### src/rtl/timestamp_sequencer.sv
// timestamp_sequencer: timestamp counter with IDLE/ARMED/RUNNING sequencing, offset load and trigger auto-start
module timestamp_sequencer #(
  parameter int TS_WIDTH    = 64,
  parameter int COUNT_STEP  = 1,
  parameter int ARM_TIMEOUT = 0,
  parameter int TO_WIDTH    = 32
) (
  input  logic                clk,
  input  logic                reset,
  input  logic                start,
  input  logic                offset_en,
  input  logic [TS_WIDTH-1:0] counter_offset,
  input  logic                auto_start,
  input  logic                ext_trigger,
  output logic [TS_WIDTH-1:0] timestamp,
  output logic                running,
  output logic                armed,
  output logic                start_pulse,
  output logic                overflow,
  output logic                arm_timeout
);
  typedef enum logic [1:0] {IDLE = 2'd0, ARMED = 2'd1, RUNNING = 2'd2} state_t;
  localparam logic [TS_WIDTH-1:0] STEP    = TS_WIDTH'(COUNT_STEP);
  localparam logic [TO_WIDTH-1:0] TO_LAST = TO_WIDTH'(ARM_TIMEOUT - 1);
  state_t              r_state;
  logic                r_start_d;
  logic                r_offset_en_d;
  logic [TO_WIDTH-1:0] r_to_cnt;
  logic                w_start_rise;
  logic                w_start_fall;
  logic                w_offset_rise;
  logic [TS_WIDTH:0]   w_sum;
  assign w_start_rise  = start & ~r_start_d;
  assign w_start_fall  = ~start & r_start_d;
  assign w_offset_rise = offset_en & ~r_offset_en_d;
  assign w_sum         = {1'b0, timestamp} + {1'b0, STEP};
  assign running       = r_state == RUNNING;
  assign armed         = r_state == ARMED;
  always_ff @(posedge clk) begin
    if (reset) begin
      r_state       <= IDLE;
      timestamp     <= '0;
      overflow      <= 1'b0;
      arm_timeout   <= 1'b0;
      start_pulse   <= 1'b0;
      r_start_d     <= start;
      r_offset_en_d <= 1'b0;
      r_to_cnt      <= '0;
    end else begin
      r_start_d     <= start;
      r_offset_en_d <= offset_en;
      start_pulse   <= 1'b0;
      case (r_state)
        IDLE: if (w_start_rise) begin
          arm_timeout <= 1'b0;
          if (auto_start) begin
            r_state  <= ARMED;
            r_to_cnt <= '0;
          end else begin
            r_state     <= RUNNING;
            start_pulse <= 1'b1;
          end
        end
        ARMED: if (w_start_fall) r_state <= IDLE;
          else if (ext_trigger) begin
            r_state     <= RUNNING;
            start_pulse <= 1'b1;
          end else if (ARM_TIMEOUT != 0 && r_to_cnt == TO_LAST) begin
            r_state     <= IDLE;
            arm_timeout <= 1'b1;
          end else r_to_cnt <= r_to_cnt + TO_WIDTH'(1);
        RUNNING: if (w_start_fall) r_state <= IDLE;
        default: r_state <= IDLE;
      endcase
      // an offset load overrides the same-cycle increment and restarts overflow tracking
      if (w_offset_rise) begin
        timestamp <= counter_offset;
        overflow  <= 1'b0;
      end else if (r_state == RUNNING) begin
        timestamp <= w_sum[TS_WIDTH-1:0];
        if (w_sum[TS_WIDTH]) overflow <= 1'b1;
      end
    end
  end
endmodule
### config.mk
export PLATFORM = sky130hd
export DESIGN_NAME = timestamp_sequencer
export DESIGN_NICKNAME = d
export VERILOG_FILES = /design/src/rtl/timestamp_sequencer.sv
export SDC_FILE = /design/constraint.sdc
export NUM_CORES = 1
export LEC_CHECK = 0
export ABC_CLOCK_PERIOD_IN_PS = 2900
export CAP_MARGIN = 20
export CORE_AREA = 2 2 101 94
export DETAILED_ROUTE_END_ITERATION = 7
export DIE_AREA = 0 0 103 96
export DONT_BUFFER_PORTS = 1
export GPL_ROUTABILITY_DRIVEN = 0
export PLACE_DENSITY = 0.66
export SKIP_LAST_GASP = 1
export SLEW_MARGIN = 20
export SYNTH_ARGS = -nofsm -noshare
export SYNTH_HDL_FRONTEND = slang
export SYNTH_SLANG_ARGS = --single-unit
### constraint.sdc
create_clock -name clk -period 2.9 [get_ports clk]
set_clock_uncertainty 0.15 [all_clocks]
set_input_delay 0.435 -clock clk [delete_from_list [all_inputs] [get_ports clk]]
set_output_delay 0.435 -clock clk [all_outputs]
set_load 0.005 [all_outputs]
# ---- Word-level counts from Yosys, hierarchy flattened
# Index checks and enable logic that the tools add are counted.
dict set report totals {
  regBits 70
  in_bits 70
  out_inout_bits 69
  wordCells 36
}
dict set report classes {
  addsub 1
  eq_ne 5
  mux 13
  bitwise 6
  n_reduce_logical 5
}
# operator count
set op_table {}
lappend op_table {{$mux 64} 2}
lappend op_table {{$add 64x1->65 const B} 1}
lappend op_table {{$mux 2} 5}
lappend op_table {{$pmux 2 s3} 1}
lappend op_table {{$mux 1} 4}
lappend op_table {{$and 1x1->1} 3}
lappend op_table {{$ne 3x2->1 const B} 1}
lappend op_table {{$not 1->1} 3}
lappend op_table {{$reduce_and 3->1} 1}
lappend op_table {{$eq 2x1->1 const B} 1}
lappend op_table {{$eq 2x2->1 const B} 1}
lappend op_table {{$logic_not 2->1} 1}
lappend op_table {{$ne 2x1->1 const B} 1}
lappend op_table {{$ne 2x2->1 const B} 1}
lappend op_table {{$pmux 1 s2} 1}
lappend op_table {{$reduce_and 2->1} 1}
lappend op_table {{$reduce_bool 2->1} 1}
lappend op_table {{$reduce_or 2->1} 1}

# ---- Longest topological paths before layout
# Gate-level depths: netlist of the first run.
dict set report logic_depth {
  depth_word 4
  depth_mapped 8
  mapped_depth_nobuf 6
}

# ---- Worst setup path before layout of the first run
# Ideal clock, no wire load.
dict set report synth_timing {
  kind {register to register}
  startpoint {register timestamp[8]}
  endpoint {register timestamp[61]}
  setup_ps 74
  t_arrival_ps 2358
  t_required_ps 2676
  setup_slack_ps 318
  path_stages_with_launch 8
  n_path_buf 2
  period_less_slack_ps 2582
  path_cell_list {dfxtp_1 -> nand4_2 -> or4_1 -> clkbuf_2 -> or3_4 -> buf_6 -> or4_1 -> a31oi_1}
}
dict set report synth_via {
  elab_chain_len 3
}
# element line_no
set synth_rtl {}
lappend synth_rtl {{from (decl)} 15} ;# output logic [TS_WIDTH-1:0] timestamp,
lappend synth_rtl {{from (signal assigned)} 77} ;# timestamp <= counter_offset;
lappend synth_rtl {{from (signal assigned)} 80} ;# timestamp <= w_sum[TS_WIDTH-1:0];
lappend synth_rtl {{$add 64x1->65} 36} ;# assign w_sum = {1'b0, timestamp} + {1'b0, STEP};
lappend synth_rtl {{$mux 64} 79} ;# end else if (r_state == RUNNING) begin
lappend synth_rtl {{$mux 64} 76} ;# if (w_offset_rise) begin
# Every way passes these cells. The select of a mux whose other input is x is not followed.
# A chain may end at the register's enable or synchronous reset.

# ---- Worst setup path after layout of the first run
dict set report layout_timing {
  startpoint {register timestamp[27]}
  endpoint {register timestamp[45]}
}
# Same word-level chain as after synthesis.

==> flow_summary.ini, run 1 <==
[detailed_routing]
drc_errors = 0
num_vias = 3864
detail_route.iter0.violations = 141
drt_first_pass_iters = 4
final_antenna_net_count = 0
routed_wirelength_mm = 11.8
vias_per_cell = 6.13
routedWlPerCell_um = 18.7

[worst_setup_path]
critical_path.startpoint_type = register
critical_path_required_ns = 3.03
critical_path_sink_type = register
timing.setup.critical_path_class = reg2reg
worst_ep_arrival_time_ns = 2.76
critical_path_peak_fanout = 29
rrSetupSlack_ns = 0.27

[clock_network]
post_cts.resized_instances = 0
cts_made_buffers = 9
clk_transition_reported_paths_ns = 0.08
cts.repair_timing.setup_buffer_count = 0
cts_tree = built
cts.sinks = 70
clock_tree.root_cell = sky130_fd_sc_hd__clkbuf_8
clock_tree_buffer_depth = 2
ctsHtreeMaxLevel = 3
clock_insertion_delay_worst_skew_ns = 0.35

[run]
drv_cap = 0

[finish]
syn_to_final_growth_pct = 13.5
insertedDiodeCount = 0
mostFrequentLayoutCell = sky130_fd_sc_hd__dfxtp_1
post_route_cells_drive_above_1_share_pct = 9.45
layout_common_cells = sky130_fd_sc_hd__dfxtp_1 (70), sky130_fd_sc_hd__o21ai_0 (54), sky130_fd_sc_hd__nand2_1 (38), sky130_fd_sc_hd__nor2_1 (29), sky130_fd_sc_hd__nand3_1 (26)
finalCoreUtilization_pct = 49.9
number_of_standard_cells_in_the_layout_taps_in_and_fillers_out = 630
nNetsFinal = 575

[power_and_ir_drop]
powerDensity_nw_per_um2 = 571
peakVddDrop_mv = 0.327
leakagePower_nw = 1.40
power_mw = 2.52

[synthesis]
top_cells_by_area_synth = sky130_fd_sc_hd__dfxtp_1 (36%), sky130_fd_sc_hd__o21ai_0 (7.0%), sky130_fd_sc_hd__xnor2_1 (5.4%), sky130_fd_sc_hd__nand2_1 (3.7%), sky130_fd_sc_hd__nand4_1 (3.5%)
synth_seq_cells = 70
ys_dominant_reg_cell = sky130_fd_sc_hd__dfxtp_1
synthesis.area_um2 = 3890
synth.yosys.warnings = 0
synth_enable_flop_cells = 0
yosys.area.top_type = sky130_fd_sc_hd__dfxtp_1
avgSynthCellArea_um2 = 7.77
synth.distinct_cells = 44
postSynthCellCount = 500
yosys.area.top_type_share_pct = 36.0
synthesis.nets = 571
ys_seq_area_share_pct = 36.0
asyncSetResetFlopFracSynth_pct = 0

[global_routing]
grtUsageTotal_pct = 23.3
grt_start_max_net_pins = 41
grt-ovfl-total = 0
antenna_found_initial = 0
first_global_vias = 3539
grt_pass1_wl_mm = 18.1

[timing]
tightest_slew_ns = 0.714
timing.setup.tns_ns = 0
report.final.hold_viol_count = 0
grt_setup_unrepaired = false
finalCriticalPeriod_ns = 2.63
slew_violations = 0
period_share_pct = 90.8
max_freq_mhz = 380
max_slew_margin_pct = 52.2
finalSetupViolations = 0

[die]
dieArea_um2 = 9890
boundaryPins = 139
die_height_um = 96
floorplan_core_area_um2 = 8840
initial_core_util_pct = 44.0
die-width_um = 103
rows = 33

[place]
placement.io_buffers = 0
placed_cells_incl_taps = 611
hpwl_mm = 8.39

[status]
run_status = completed

[min_path]
worst_hold_path_class = in2reg
## critical path: stages (launching register included)
cell and delay (ns):
sky130_fd_sc_hd__dfxtp_1 0.46, sky130_fd_sc_hd__nand4_1 0.26, sky130_fd_sc_hd__or3_1 0.47, sky130_fd_sc_hd__or3_4 0.49, sky130_fd_sc_hd__or4_1 0.54, sky130_fd_sc_hd__a31oi_1 0.19
## power by group
part	switching [mW]	internal (mW)
logic	0.148	0.110
clock network	0.392	0.742
registers	0.0952	1.03
## sequential cells by signal, summed over array words and instances (netlist names)
| signal | flops |
|---|---|
| r_start_d | 1 |
| overflow | 1 |
| timestamp | 64 |
| r_offset_en_d | 1 |
| r_state | 2 |
| start_pulse | 1 |
## synth_stat cells (2+ instances only)
cell type / number
sky130_fd_sc_hd__nor3_1: 21
sky130_fd_sc_hd__and3_1: 12
sky130_fd_sc_hd__o211a_1: 2
sky130_fd_sc_hd__nand4_1: 22
sky130_fd_sc_hd__nand3_1: 26
sky130_fd_sc_hd__a211oi_1: 12
sky130_fd_sc_hd__nor2_1: 29
sky130_fd_sc_hd__xor2_1: 9
sky130_fd_sc_hd__a21oi_1: 25
sky130_fd_sc_hd__o21a_1: 3
sky130_fd_sc_hd__o2111ai_1: 3
sky130_fd_sc_hd__nand2_1: 38
sky130_fd_sc_hd__a311oi_1: 6
sky130_fd_sc_hd__nand2b_1: 4
sky130_fd_sc_hd__and4_1: 7
sky130_fd_sc_hd__xnor2_1: 24
sky130_fd_sc_hd__clkbuf_1: 29
sky130_fd_sc_hd__buf_1: 4
sky130_fd_sc_hd__or3_1: 10
sky130_fd_sc_hd__nor2b_1: 3
sky130_fd_sc_hd__a31oi_1: 13
sky130_fd_sc_hd__o21ai_0: 54
sky130_fd_sc_hd__o31ai_1: 9
sky130_fd_sc_hd__or2_2: 5
sky130_fd_sc_hd__dfxtp_1: 70
sky130_fd_sc_hd__nor4b_1: 4
sky130_fd_sc_hd__inv_1: 9
sky130_fd_sc_hd__or4_1: 13
sky130_fd_sc_hd__nor4_1: 19
## final timing paths
path	from	end	depth (start not counted)
max	timestamp[27]$_SDFFE_PP0P_	timestamp[45]$_SDFFE_PP0P_	5
min	offset_en	r_offset_en_d$_SDFF_PP0_	1
max reg2reg	timestamp[27]$_SDFFE_PP0P_	timestamp[45]$_SDFFE_PP0P_	5
min reg2reg	overflow$_SDFFE_PP0P_	overflow$_SDFFE_PP0P_	1
## what timing repair did
| item | in CTS | in global routing |
|---|---|---|
| hold buffers | 3 | 1 |
| endpoints found under the hold margin | 17 | 1 |
| setup endpoints to repair | 0 | 0 |
## metal layers
layer | vias to the layer above | GRT usage, % | part of all wire (%)
li1 | 1892 | - | -
met1 | 1804 | 29.9 | 43
met2 | 152 | 36.8 | 46
met3 | 16 | 8.13 | 10
met4 | 0 | 7.13 | 1.5
met5 | - | 0 | 0
## logic make-up (layout without fill, tap and decap cells)
logic type,after synthesis,after routing,share of synthesized area [%]
adder cells (fa/ha/maj),1,1,0.322
AO/OA/AOI/OAI,132,132,20.6
AND/OR/NAND/NOR,218,218,30.8
XOR/XNOR,33,33,7.43
other,1,1,0.0965
flip-flops,70,70,36.0
buffers and inverters,45,53,4.67
## metrics by stage
stage	hold WS, ns	cell area (um2)	setup slack (ns)
final	0.0607	4410	0.267
after global routing	0.0455	4410	0.167
after CTS	0.000426	4400	0.277
after detailed placement	0.313	4090	0.294
after global placement	0.313	4090	0.342
after floorplan	0.313	3890	0.318
## cell type report
cell class | instances | area, um2
tap | 122 | 153
inverter | 9 | 33.8
sequential | 70 | 1400
clock buffer | 9 | 124
multi-input combinational | 385 | 2310
fill | 900 | 4430
clock inverter | 6 | 159
timing repair buffer | 29 | 228
(Power assumes the default switching activity.)
==> inputs of run 2 (changes only) <==
--- a/config.mk
+++ b/config.mk
@@ -12,7 +12,7 @@
 export DIE_AREA = 0 0 103 96
 export DONT_BUFFER_PORTS = 1
 export GPL_ROUTABILITY_DRIVEN = 0
-export PLACE_DENSITY = 0.66
+export REMOVE_ABC_BUFFERS = 1
 export SKIP_LAST_GASP = 1
 export SLEW_MARGIN = 20
 export SYNTH_ARGS = -nofsm -noshare
==> run 2 against run 1 <==
Against the previous run:
- die area unchanged
- global-route usage down 0.51 points
- core utilization shrank 1.4 points
==> flow_summary.ini, run 2 (synthesis results as in run 1) <==
[power_and_ir_drop]
power_mw = 2.15
leakagePower_nw = 1.33
powerDensity_nw_per_um2 = 501
peakVddDrop_mv = 0.253

[die]
initial_core_util_pct = 44.0
die-width_um = 103
dieArea_um2 = 9890
boundaryPins = 139
rows = 33
die_height_um = 96
floorplan_core_area_um2 = 8840

[finish]
top_regs = timestamp: 64 flops, r_state: 2 flops
registers.top_by_ff_count = timestamp
insertedDiodeCount = 0
layout_common_cells = sky130_fd_sc_hd__dfxtp_1 (70), sky130_fd_sc_hd__o21ai_0 (54), sky130_fd_sc_hd__nand2_1 (38), sky130_fd_sc_hd__nor2_1 (29), sky130_fd_sc_hd__nand3_1 (26)
post_route_cells_drive_above_1_share_pct = 8.70
post-route-cell-area_um2 = 4290
layout.filler_cells = 940
mostFrequentLayoutCell = sky130_fd_sc_hd__dfxtp_1
nNetsFinal = 572
max_ffs_per_register = 64
syn_to_final_growth_pct = 10.2

[clock_network]
cts_made_buffers = 9
cts.sinks = 70
cts_tree = built
clock_insertion_delay_worst_skew_ns = 0.34
clock_tree_buffer_depth = 2
ctsHtreeMaxLevel = 3
clk_transition_reported_paths_ns = 0.08
cts.repair_timing.setup_buffer_count = 0
clock_tree.root_cell = sky130_fd_sc_hd__clkbuf_8
post_cts.resized_instances = 0

[place]
placement.io_buffers = 0
place_ws_ns = 0.315
hpwl_mm = 7.98
placement.cell_area_um2 = 4070

[timing]
grt_setup_unrepaired = false
timing.setup.tns_ns = 0
finalSetupViolations = 0
tightest_slew_ns = 0.820
timing.final.ws_setup_ns = 0.305
finalCriticalPeriod_ns = 2.59
report.final.hold_viol_count = 0
max_freq_mhz = 385
slew_violations = 0
period_share_pct = 89.5
max_slew_margin_pct = 45.1

[worst_setup_path]
critical_path_required_ns = 3.02
critical_path.startpoint_type = register
reg2reg_depth = 5
max_stage_delay_on_crit_path_ns = 0.55
critical_path_peak_fanout = 29
worst_ep_arrival_time_ns = 2.71
timing.setup.critical_path_class = reg2reg
critical_path_sink_type = register
r2r-end = timestamp[55]$_SDFFE_PP0P_
crit_chain = nand4_1 -> or4_1 -> or3_4 -> or4_1 -> a31oi_1
timing.critical_path.slowest_stage_cell = sky130_fd_sc_hd__or4_1
cpMostUsedCell = sky130_fd_sc_hd__or4_1
rrSetupSlack_ns = 0.31
critical_path.reg2reg.startpoint = timestamp[14]$_SDFFE_PP0P_

[min_path]
worstHoldPathCells = 1
hold_end = timestamp[35]$_SDFFE_PP0P_
hold_path_startpoint = reset
worst_hold_path_class = in2reg

[global_routing]
grtUsageTotal_pct = 22.8
grt_start_max_net_pins = 50
grt_pass1_wl_mm = 17.5
first_global_vias = 3407
antenna_found_initial = 0
grt-ovfl-total = 0

[detailed_routing]
vias_per_cell = 6.07
routedWlPerCell_um = 18.2
num_vias = 3813
final_antenna_net_count = 0
drc_errors = 0
drt_first_pass_iters = 4
routed_wirelength_mm = 11.5
detail_route.iter0.violations = 181

[status]
run_status = completed

[run]
drv_cap = 0
[run 2: cell count changes in the layout (fill, tap and decap cells not counted), sizes merged]
cell         change
clkbuf           +3
clkinv           +1
buf              -2
dlygate4sd3      -1
clkinvlp         +1
bufinv           -4
[run 2: worst max-delay path: cells and delay by family (launching register included)]
family / cells / cell delay [ns]
flops: 1 / 0.41
simple gates: 4 / 1.80
compound gates: 1 / 0.16
[run 2: final cells by class]
class / instances / area [um2] / area share (%)
Clock inverter: 4 / 47.5 / 1.11
Sequential cell: 70 / 1400 / 32.7
Inverter: 9 / 33.8 / 0.788
Timing Repair Buffer: 26 / 203 / 4.73
Clock buffer: 12 / 135 / 3.15
Multi-Input combinational cell: 385 / 2310 / 54.0
Tap cell: 122 / 153 / 3.56
[run 2: through the flow]
stage,hold WS (ns),utilization [%],cells
finish,0.0233,48.5,628
global route,0.00329,48.5,628
CTS,0.00243,48.5,628
detailed placement,0.313,46.1,609
global placement,0.313,46.1,609
floorplan,0.313,-,464
[run 2: worst max-delay path by stage]
stage          depth (start not counted)                         end                  startpoint  slack, ns
2_1_floorplan                          4  timestamp[35]$_SDFFE_PP0P_                   offset_en      -0.45
3_3_place_gp                           5  timestamp[61]$_SDFFE_PP0P_  timestamp[14]$_SDFFE_PP0P_       0.34
3_5_place_dp                           5  timestamp[61]$_SDFFE_PP0P_  timestamp[14]$_SDFFE_PP0P_       0.31
4_1_cts                                5  timestamp[55]$_SDFFE_PP0P_  timestamp[14]$_SDFFE_PP0P_       0.29
5_1_grt                                5  timestamp[61]$_SDFFE_PP0P_  timestamp[19]$_SDFFE_PP0P_       0.15
6_report                               5  timestamp[55]$_SDFFE_PP0P_  timestamp[14]$_SDFFE_PP0P_       0.31
[run 2: layer usage]
metal | part of all wire, % | global-route usage (%)
met3 | 8.6 | 8.28
met1 | 45 | 30.8
met2 | 45 | 34.7
met5 | 0 | 0
met4 | 0.70 | 5.48
[run 2: report_power, final]
| group | total (mW) | leakage (nW) | switching (mW) | internal (mW) |
|---|---|---|---|---|
| Clock | 0.774 | 0.0904 | 0.377 | 0.396 |
| Combinational | 0.243 | 0.663 | 0.138 | 0.105 |
| Sequential | 1.13 | 0.580 | 0.0994 | 1.03 |
| Total | 2.15 | 1.33 | 0.615 | 1.53 |
[run 2: what timing repair did]
item                       CTS  global route
hold buffers                 3             0
setup endpoints to repair    0             0
hold endpoints to repair    19             0
==> inputs of run 3 (changes only) <==
--- a/config.mk
+++ b/config.mk
@@ -5,7 +5,6 @@
 export SDC_FILE = /design/constraint.sdc
 export NUM_CORES = 1
 export LEC_CHECK = 0
-export ABC_CLOCK_PERIOD_IN_PS = 2900
 export CAP_MARGIN = 20
 export CORE_AREA = 2 2 101 94
 export DETAILED_ROUTE_END_ITERATION = 7
==> results of run 3 <==
No change in the layout: final DEF, timing and power equal those of run 2.
